[src/rtl/ordering_ram_pkg.sv]
// Shared sizing and types for the per-replica tour ordering store.
package ordering_ram_pkg;

  localparam int city_num     = 8;
  localparam int city_num_log = 4;

  typedef logic [city_num_log-1:0] city_t;

  typedef enum logic [2:0] {
    ST_IDLE  = 3'd0,
    ST_RD_LO = 3'd1,
    ST_RD_HI = 3'd2,
    ST_WR_HI = 3'd3,
    ST_WR_LO = 3'd4,
    ST_FIN   = 3'd5
  } ordering_state_t;

endpackage

[src/rtl/ordering_mem.sv]
// Tour position RAM: one synchronous read port, one write port, read-first, no reset.
module ordering_mem #(
  parameter int DEPTH = 10,
  parameter int AW    = 4
) (
  input  logic          clk,
  input  logic          we,
  input  logic [AW-1:0] waddr,
  input  logic [AW-1:0] wdata,
  input  logic          re,
  input  logic [AW-1:0] raddr,
  output logic [AW-1:0] rdata
);

  logic [AW-1:0] mem_q [DEPTH];
  logic [AW-1:0] rdata_q;

  // The read samples pre-write contents, so a same-address collision returns old data.
  always_ff @(posedge clk) begin
    if (we) begin
      mem_q[waddr] <= wdata;
    end
    if (re) begin
      rdata_q <= mem_q[raddr];
    end
  end

  assign rdata = rdata_q;

endmodule

[src/rtl/ordering_ram.sv]
// Per-replica tour store: host preload, 1-cycle reads, in-place 2-opt segment reversal.
// Build option ORDERING_REVERSE_EN enables the reversal FSM; otherwise preload/read only.
module ordering_ram_chk #(
  parameter int DEPTH = 10,
  parameter int AW    = 4
) (
  input logic          clk,
  input logic          reset,
  input logic          ordering_read,
  input logic          rev_start,
  input logic          rev_busy,
  input logic [AW-1:0] rev_k,
  input logic [AW-1:0] rev_l
);

  localparam logic [AW-1:0] LAST_POS = AW'(DEPTH - 1);
  localparam logic [AW-1:0] MAX_L    = AW'(DEPTH - 2);

  a_read_while_busy: assert property (@(posedge clk) disable iff (reset)
    !(ordering_read && rev_busy))
    else $error("ordering_read issued while rev_busy");

  a_start_while_busy: assert property (@(posedge clk) disable iff (reset)
    !(rev_start && rev_busy))
    else $error("rev_start issued while rev_busy");

  a_move_indices: assert property (@(posedge clk) disable iff (reset)
    (rev_start && !rev_busy) |-> ((rev_k != LAST_POS) && (rev_l <= MAX_L)))
    else $error("rev_k/rev_l outside the legal tour range");

endmodule

module ordering_ram
  import ordering_ram_pkg::*;
#(
  parameter int DEPTH = city_num + 2,
  parameter int AW    = city_num_log
) (
  input  logic          clk,
  input  logic          reset,
  input  logic          tp_ord_write,
  input  logic [AW-1:0] tp_ord_waddr,
  input  logic [AW-1:0] tp_ord_wdata,
  input  logic          ordering_read,
  input  logic [AW-1:0] ordering_addr,
  output logic [AW-1:0] ordering_data,
  input  logic          rev_start,
  input  logic [AW-1:0] rev_k,
  input  logic [AW-1:0] rev_l,
  output logic          rev_busy,
  output logic          rev_done,
  output logic          wr_drop
);

  logic          mem_we, mem_re;
  logic [AW-1:0] mem_waddr, mem_wdata, mem_raddr, mem_rdata;
  logic          pre_we, host_rd;
  logic          fsm_we, fsm_re;
  logic [AW-1:0] fsm_waddr, fsm_wdata, fsm_raddr;
  logic          host_sel_q, host_sel_d;
  logic [AW-1:0] data_hold_q, data_hold_d;

`ifdef ORDERING_REVERSE_EN
  localparam logic [AW-1:0] ONE = AW'(1);

  ordering_state_t state_q, state_d;
  logic [AW-1:0]   lo_q, lo_d, hi_q, hi_d;
  logic [AW-1:0]   tmp_lo_q, tmp_lo_d, tmp_hi_q, tmp_hi_d;
  logic [AW-1:0]   lo_inc, hi_dec, start_lo;
  logic            rev_busy_q, rev_busy_d;
  logic            rev_done_q, rev_done_d;
  logic            wr_drop_q, wr_drop_d;

  // Swap walk: read lo, read hi, write hi, write lo, then step both ends inward.
  always_comb begin
    state_d   = state_q;
    lo_d      = lo_q;
    hi_d      = hi_q;
    tmp_lo_d  = tmp_lo_q;
    tmp_hi_d  = tmp_hi_q;
    fsm_we    = 1'b0;
    fsm_re    = 1'b0;
    fsm_waddr = lo_q;
    fsm_wdata = tmp_hi_q;
    fsm_raddr = lo_q;
    lo_inc    = lo_q + ONE;
    hi_dec    = hi_q - ONE;
    start_lo  = rev_k + ONE;
    case (state_q)
      ST_IDLE: begin
        if (rev_start) begin
          lo_d    = start_lo;
          hi_d    = rev_l;
          state_d = (start_lo >= rev_l) ? ST_FIN : ST_RD_LO;
        end else begin
          state_d = ST_IDLE;
        end
      end
      ST_RD_LO: begin
        fsm_re    = 1'b1;
        fsm_raddr = lo_q;
        state_d   = ST_RD_HI;
      end
      ST_RD_HI: begin
        fsm_re    = 1'b1;
        fsm_raddr = hi_q;
        tmp_lo_d  = mem_rdata;
        state_d   = ST_WR_HI;
      end
      ST_WR_HI: begin
        fsm_we    = 1'b1;
        fsm_waddr = hi_q;
        fsm_wdata = tmp_lo_q;
        tmp_hi_d  = mem_rdata;
        state_d   = ST_WR_LO;
      end
      ST_WR_LO: begin
        fsm_we    = 1'b1;
        fsm_waddr = lo_q;
        fsm_wdata = tmp_hi_q;
        lo_d      = lo_inc;
        hi_d      = hi_dec;
        state_d   = (lo_inc < hi_dec) ? ST_RD_LO : ST_FIN;
      end
      ST_FIN: begin
        state_d = ST_IDLE;
      end
      default: begin
        state_d = ST_IDLE;
      end
    endcase
    rev_busy_d = (state_d != ST_IDLE);
    rev_done_d = (state_q == ST_FIN);
    wr_drop_d  = tp_ord_write && (state_q != ST_IDLE);
    pre_we     = tp_ord_write && (state_q == ST_IDLE);
    host_rd    = ordering_read && !rev_busy_q;
  end

  // FSM state, swap registers and status pulses.
  always_ff @(posedge clk or posedge reset) begin
    if (reset) begin
      state_q    <= ST_IDLE;
      lo_q       <= '0;
      hi_q       <= '0;
      tmp_lo_q   <= '0;
      tmp_hi_q   <= '0;
      rev_busy_q <= 1'b0;
      rev_done_q <= 1'b0;
      wr_drop_q  <= 1'b0;
    end else begin
      state_q    <= state_d;
      lo_q       <= lo_d;
      hi_q       <= hi_d;
      tmp_lo_q   <= tmp_lo_d;
      tmp_hi_q   <= tmp_hi_d;
      rev_busy_q <= rev_busy_d;
      rev_done_q <= rev_done_d;
      wr_drop_q  <= wr_drop_d;
    end
  end

  assign rev_busy = rev_busy_q;
  assign rev_done = rev_done_q;
  assign wr_drop  = wr_drop_q;

  ordering_ram_chk #(
    .DEPTH (DEPTH),
    .AW    (AW)
  ) u_chk (
    .clk           (clk),
    .reset         (reset),
    .ordering_read (ordering_read),
    .rev_start     (rev_start),
    .rev_busy      (rev_busy_q),
    .rev_k         (rev_k),
    .rev_l         (rev_l)
  );
`else
  logic unused_rev;

  assign unused_rev = ^{rev_start, rev_k, rev_l};
  assign fsm_we     = 1'b0;
  assign fsm_re     = 1'b0;
  assign fsm_waddr  = '0;
  assign fsm_wdata  = '0;
  assign fsm_raddr  = '0;
  assign pre_we     = tp_ord_write;
  assign host_rd    = ordering_read;
  assign rev_busy   = 1'b0;
  assign rev_done   = 1'b0;
  assign wr_drop    = 1'b0;
`endif

  // The reversal owns the RAM ports while busy; ordering_data only follows host reads.
  always_comb begin
    mem_we        = fsm_we | pre_we;
    mem_waddr     = fsm_we ? fsm_waddr : tp_ord_waddr;
    mem_wdata     = fsm_we ? fsm_wdata : tp_ord_wdata;
    mem_re        = fsm_re | host_rd;
    mem_raddr     = fsm_re ? fsm_raddr : ordering_addr;
    host_sel_d    = host_rd;
    ordering_data = host_sel_q ? mem_rdata : data_hold_q;
    data_hold_d   = ordering_data;
  end

  // Remembers whether the RAM output is a fresh host read, else replays the held value.
  always_ff @(posedge clk or posedge reset) begin
    if (reset) begin
      host_sel_q  <= 1'b0;
      data_hold_q <= '0;
    end else begin
      host_sel_q  <= host_sel_d;
      data_hold_q <= data_hold_d;
    end
  end

  ordering_mem #(
    .DEPTH (DEPTH),
    .AW    (AW)
  ) u_mem (
    .clk   (clk),
    .we    (mem_we),
    .waddr (mem_waddr),
    .wdata (mem_wdata),
    .re    (mem_re),
    .raddr (mem_raddr),
    .rdata (mem_rdata)
  );

endmodule

[config.mk]
export PLATFORM = sky130hd
export DESIGN_NAME = ordering_ram
export DESIGN_NICKNAME = d
export VERILOG_FILES = /design/src/rtl/ordering_ram_pkg.sv /design/src/rtl/ordering_mem.sv /design/src/rtl/ordering_ram.sv
export SDC_FILE = /design/constraint.sdc
export NUM_CORES = 1
export LEC_CHECK = 0
export CORE_UTILIZATION = 30
export CTS_CLUSTER_DIAMETER = 200
export DETAILED_ROUTE_END_ITERATION = 8
export PLACE_DENSITY_LB_ADDON = 0.2
export SYNTH_ARGS = -nofsm -noshare
export SYNTH_HDL_FRONTEND = slang
export SYNTH_SLANG_ARGS = --single-unit
[constraint.sdc]
create_clock -name clk -period 1.6 [get_ports clk]
set_input_delay 0.32 -clock clk [delete_from_list [all_inputs] [get_ports clk]]
set_output_delay 0.32 -clock clk [all_outputs]
set_load 0.03 [all_outputs]
## Yosys cells after proc, flatten, opt, wreduce, memory -nomap -nowiden

Memory sizes are Yosys's and may differ from the RTL's. A register that Yosys moved wholly into a read port is not among the register bits.
Cells that the tools add are included.

| cells by class | value |
|---|---|
| mux-type cells | 3 |

Operators with widths:

| operator | number |
|---|---|
| two-way mux 4 bit | 1 |
| two-way mux 1 bit | 2 |

| word-level totals | value |
|---|---|
| bits of input ports | 25 |
| memories | 1 |
| output and inout bits | 7 |
| logic and storage cells | 6 |
| register bits | 5 |
| bits in writable memories | 40 |

Memories:

| name | depth | width | rd ports | clocked after memory_dff | write ports | line | RTL |
|---|---|---|---|---|---|---|---|
| u_mem.mem_q | 10 | 4 | 1 | 1 | 1 | ordering_mem.sv:15 | `logic [AW-1:0] mem_q [DEPTH];` |

## Logic depth before layout (Yosys ltp)

| logic depth | value |
|---|---|
| depth after elaboration | 2 |
| gate-level depth with buffers | 4 |
| mapped depth without buffers | 3 |

## Hierarchy

From an unflattened synthesis, not the netlist that was laid out.

| second synthesis, totals | value |
|---|---|
| cells, all modules | 108 |
| area, all modules | 1948.1 µm² |

By module, submodules not included:

| module | cells an instance | instances | area each (µm²) | seq. area each (µm²) |
|---|---|---|---|---|
| ordering_mem | 94 | 1 | 1747.9 | 1321.3 |
| ordering_ram | 14 | 1 | 200.2 | 125.1 |

## Least setup slack after synthesis

Ideal clock, no wire load.

| timing | value |
|---|---|
| path kind | input to register |
| from | in tp_ord_waddr[2] |
| to | mem u_mem.mem_q[0][0], enable pin |
| setup time | 361 ps |
| data arrival time | 1088 ps |
| setup slack | 151 ps |
| buffers on the path | 0 |
| data required time | 1239 ps |
| stages on the path | 2 |
| cells stage by stage | or3b_1 -> nor3_1 |

RTL lines:

| element | line | RTL |
|---|---|---|
| start, declared | ordering_ram.sv:42 | `input logic [AW-1:0] tp_ord_waddr,` |
| end, declared | ordering_mem.sv:15 |  |

Straight into the memory's write port.

## Worst setup path after layout

| timing | value |
|---|---|
| from | reg host_sel_q |
| to | out ordering_data[0] |

| between the ends | value |
|---|---|
| longest elaborated chain between the ends | 1 |

Ends and longest elaborated chain:

| element | line | RTL |
|---|---|---|
| start, declared | ordering_ram.sv:60 | `logic host_sel_q, host_sel_d;` |
| start signal, assigned | ordering_ram.sv:212 | `host_sel_q <= host_sel_d;` |
| two-way mux 4 bit | ordering_ram.sv:202 | `ordering_data = host_sel_q ? mem_rdata : data_hold_q;` |
| end, declared | ordering_ram.sv:46 | `output logic [AW-1:0] ordering_data,` |

Every way passes these cells.

==> reports/summary.txt <==
Final Hold Vio Count = 0
Cell Area, Synth = 0.00195 sq mm
Post-synth cell types = 15
GR Overflow Total = 0
Max clock buf depth = 2
Gpl congestion = 0.730
Clock sinks = 49
Crit. Startpoint = host_sel_q
Average wire per standard cell = 15.4 um
DR iter-0 viols = 27
Synth top area cells = edfxtp_1, mux2i_1, dfrtp_1, mux2_1, mux4_2
Initial Utilization = 0.320
Crit. End Element = output pin
RSZ-0062 raised after global routing = true
# rows = 28
CTS tree = yes
Vias per Instance = 4.57
First-pass GRT wire length = 5350 um
Vias in the first global route = 1068
Share of the synthesized area in the top cell type = 0.678
Drt pass-1 iters = 3
Die area = 0.00682 sq mm
Mapped Cells = 108
Layout Skew = 5.18 ps
DRT antenna net count = 0
Syn_area_per_cell = 18.0 sq um
Area leader, netlist = edfxtp_1
WP data arrival = 1290 ps
Layout Nets = 173
Final Cycle Share = 1.01
DRT Wirelength = 3450 um
DRC = 0
Finished Layout Cells = 224
Final worst setup slack = -8.08 ps
Setup crit start kind = flip-flop
Num ports = 32
Clk slew on worst S/H paths = 90 ps
H-tree lvl count = 2
Failing checks = setup timing
Synth Warn # = 0
Ant. Diodes = 0
DP HPWL = 2530 um
CTS root buf = clkbuf_8
Worst EP required = 1280 ps
Inserted Clock Buffers = 5
Fmax = 622 MHz
Max IR drop VDD = 426 uV
Global-route total usage across every layer = 0.114
Minimum clock period = 1610 ps
Final setup fails = 2
Largest net degree at the start of global routing = 16
Pwr Total = 2390 uW
Number of I/O port buffers = 19
Share of cells above drive strength 1 = 0.242
Layout area overhead = 26.3%
Slew Limit Fails = 0
Clk_lat worst skew = 290 ps
Seq/Total Area, Yosys = 0.742
Reg2reg start = u_mem.mem_q[5][0]
Core area = 0.00610 sq mm
Hold Crit Class = primary input to asynchronous set/reset pin
Die W = 82.6 um
Max cap viols = 0
Seq cells post-synth = 49
Outcome = finished, violations left
Kind of critical path = flip-flop to output pin
Max Fanout on Critical Path = 3
Placed Cells = 213
Leakage power = 0.000909 uW
Cell Pwr Density = 971 mW/mm^2
Chip Height = 82.6 um
Vias = 1024
Initial antenna violation count = 0
-- Yosys cell counts --
| cell type | count |
|---|---|
| nand2_1 | 5 |
| edfxtp_1 | 44 |
| or3b_1 | 1 |
| inv_1 | 1 |
| conb_1 | 1 |
| mux2_1 | 8 |
| nor3_1 | 3 |
| dfrtp_1 | 5 |
| mux4_2 | 4 |
| mux2i_1 | 16 |
| nand3b_1 | 2 |
| nand2b_1 | 2 |
| o21ai_1 | 4 |
| nor2_1 | 7 |
| buf_4 | 5 |
-- worst paths after layout --
kind	to	slack [ps]	cells past startpoint
max	ordering_data[0]	-8	3
min	data_hold_q[3]	220	2
max reg2reg	u_mem.rdata[0]	410	3
min reg2reg	data_hold_q[2]	500	1
max in group asynchronous	data_hold_q[1]	1210	2
min in group clk	data_hold_q[2]	500	1
-- final cells by class --
type                            instances  area (sq um)
Fill cell                             579          3630
Sequential cell                        49          1450
Multi-Input combinational cell         55           480
Timing Repair Buffer                   36           350
Tap cell                               75          93.8
Clock buffer                            5          68.8
Clock inverter                          3          17.5
Inverter                                1          3.75
-- layout by cell type (no fill, tap or decap), types with 3 or more instances in the layout --
master / n
buf_4: 14
buf_6: 3
clkbuf_8: 5
clkdlybuf4s50_1: 14
conb_1: 3
dfrtp_1: 5
edfxtp_1: 44
mux2_1: 5
mux2i_1: 16
mux4_2: 4
nand2_1: 5
nor2_1: 7
o21ai_1: 4
-- report_power, final --
part / internal (uW) / switching [uW] / leakage, uW
clock network: 302 / 382 / 0.0000455
logic: 129 / 127 / 0.000403
registers: 1440 / 10.7 / 0.000460
total: 1870 / 520 / 0.000909
-- metrics by stage --
| stage | hold slack [ps] | util | setup TNS, ps | worst slack, ps | instance area, sq um |
|---|---|---|---|---|---|
| after floorplan | 98.5 | - | 0 | 151 | 1960 |
| after global placement | 467 | 0.381 | -5960 | -350 | 2320 |
| after detailed placement | 485 | 0.381 | -6900 | -331 | 2320 |
| after CTS | 224 | 0.402 | -52.1 | -26.7 | 2450 |
| after global routing | 238 | 0.404 | -136 | -58.8 | 2460 |
| final | 218 | 0.404 | -8.83 | -8.08 | 2460 |
-- logic make-up (layout without fill, tap and decap cells) --
| group | after synthesis | in the layout | share of synthesized area |
|---|---|---|---|
| DFF | 49 | 49 | 0.742 |
| muxes | 28 | 28 | 0.175 |
| and+or+nand+nor | 20 | 20 | 0.0495 |
| buffers and inverters | 6 | 45 | 0.0212 |
| AOI/OAI and AO/OA | 4 | 4 | 0.0103 |
| other | 1 | 3 | 0.00192 |
-- worst max-delay path, stage by stage, from the launching register on --
cell and delay (ps):
dfrtp_1 420, buf_6 140, mux2_4 300, buf_6 140
-- what timing repair did --
item / 4_1_cts / 5_1_grt
setup buffers: 1 / 1
hold buffers: 0 / 0
resized for setup: 30 / 2
gates cloned: 1 / 0
pin swaps: 0 / 0
hold endpoints to repair: 0 / 0
endpoints found under the setup margin: 8 / 8
-- registers in the layout, summed over array words and instances (netlist names) --
signal       flops
data_hold_q      4
host_sel_q       1
u_mem.mem_q     40
u_mem.rdata      4
-- metal layers --
metal | vias up | track usage | wire (um)
li1 | 488 | - | -
met2 | 29 | 0.198 | 1760
met1 | 500 | 0.135 | 1480
met5 | - | 0 | 0
met3 | 7 | 0.0286 | 150
met4 | 0 | 0.0466 | 56
Note: power is estimated with default switching activity, not from simulation.
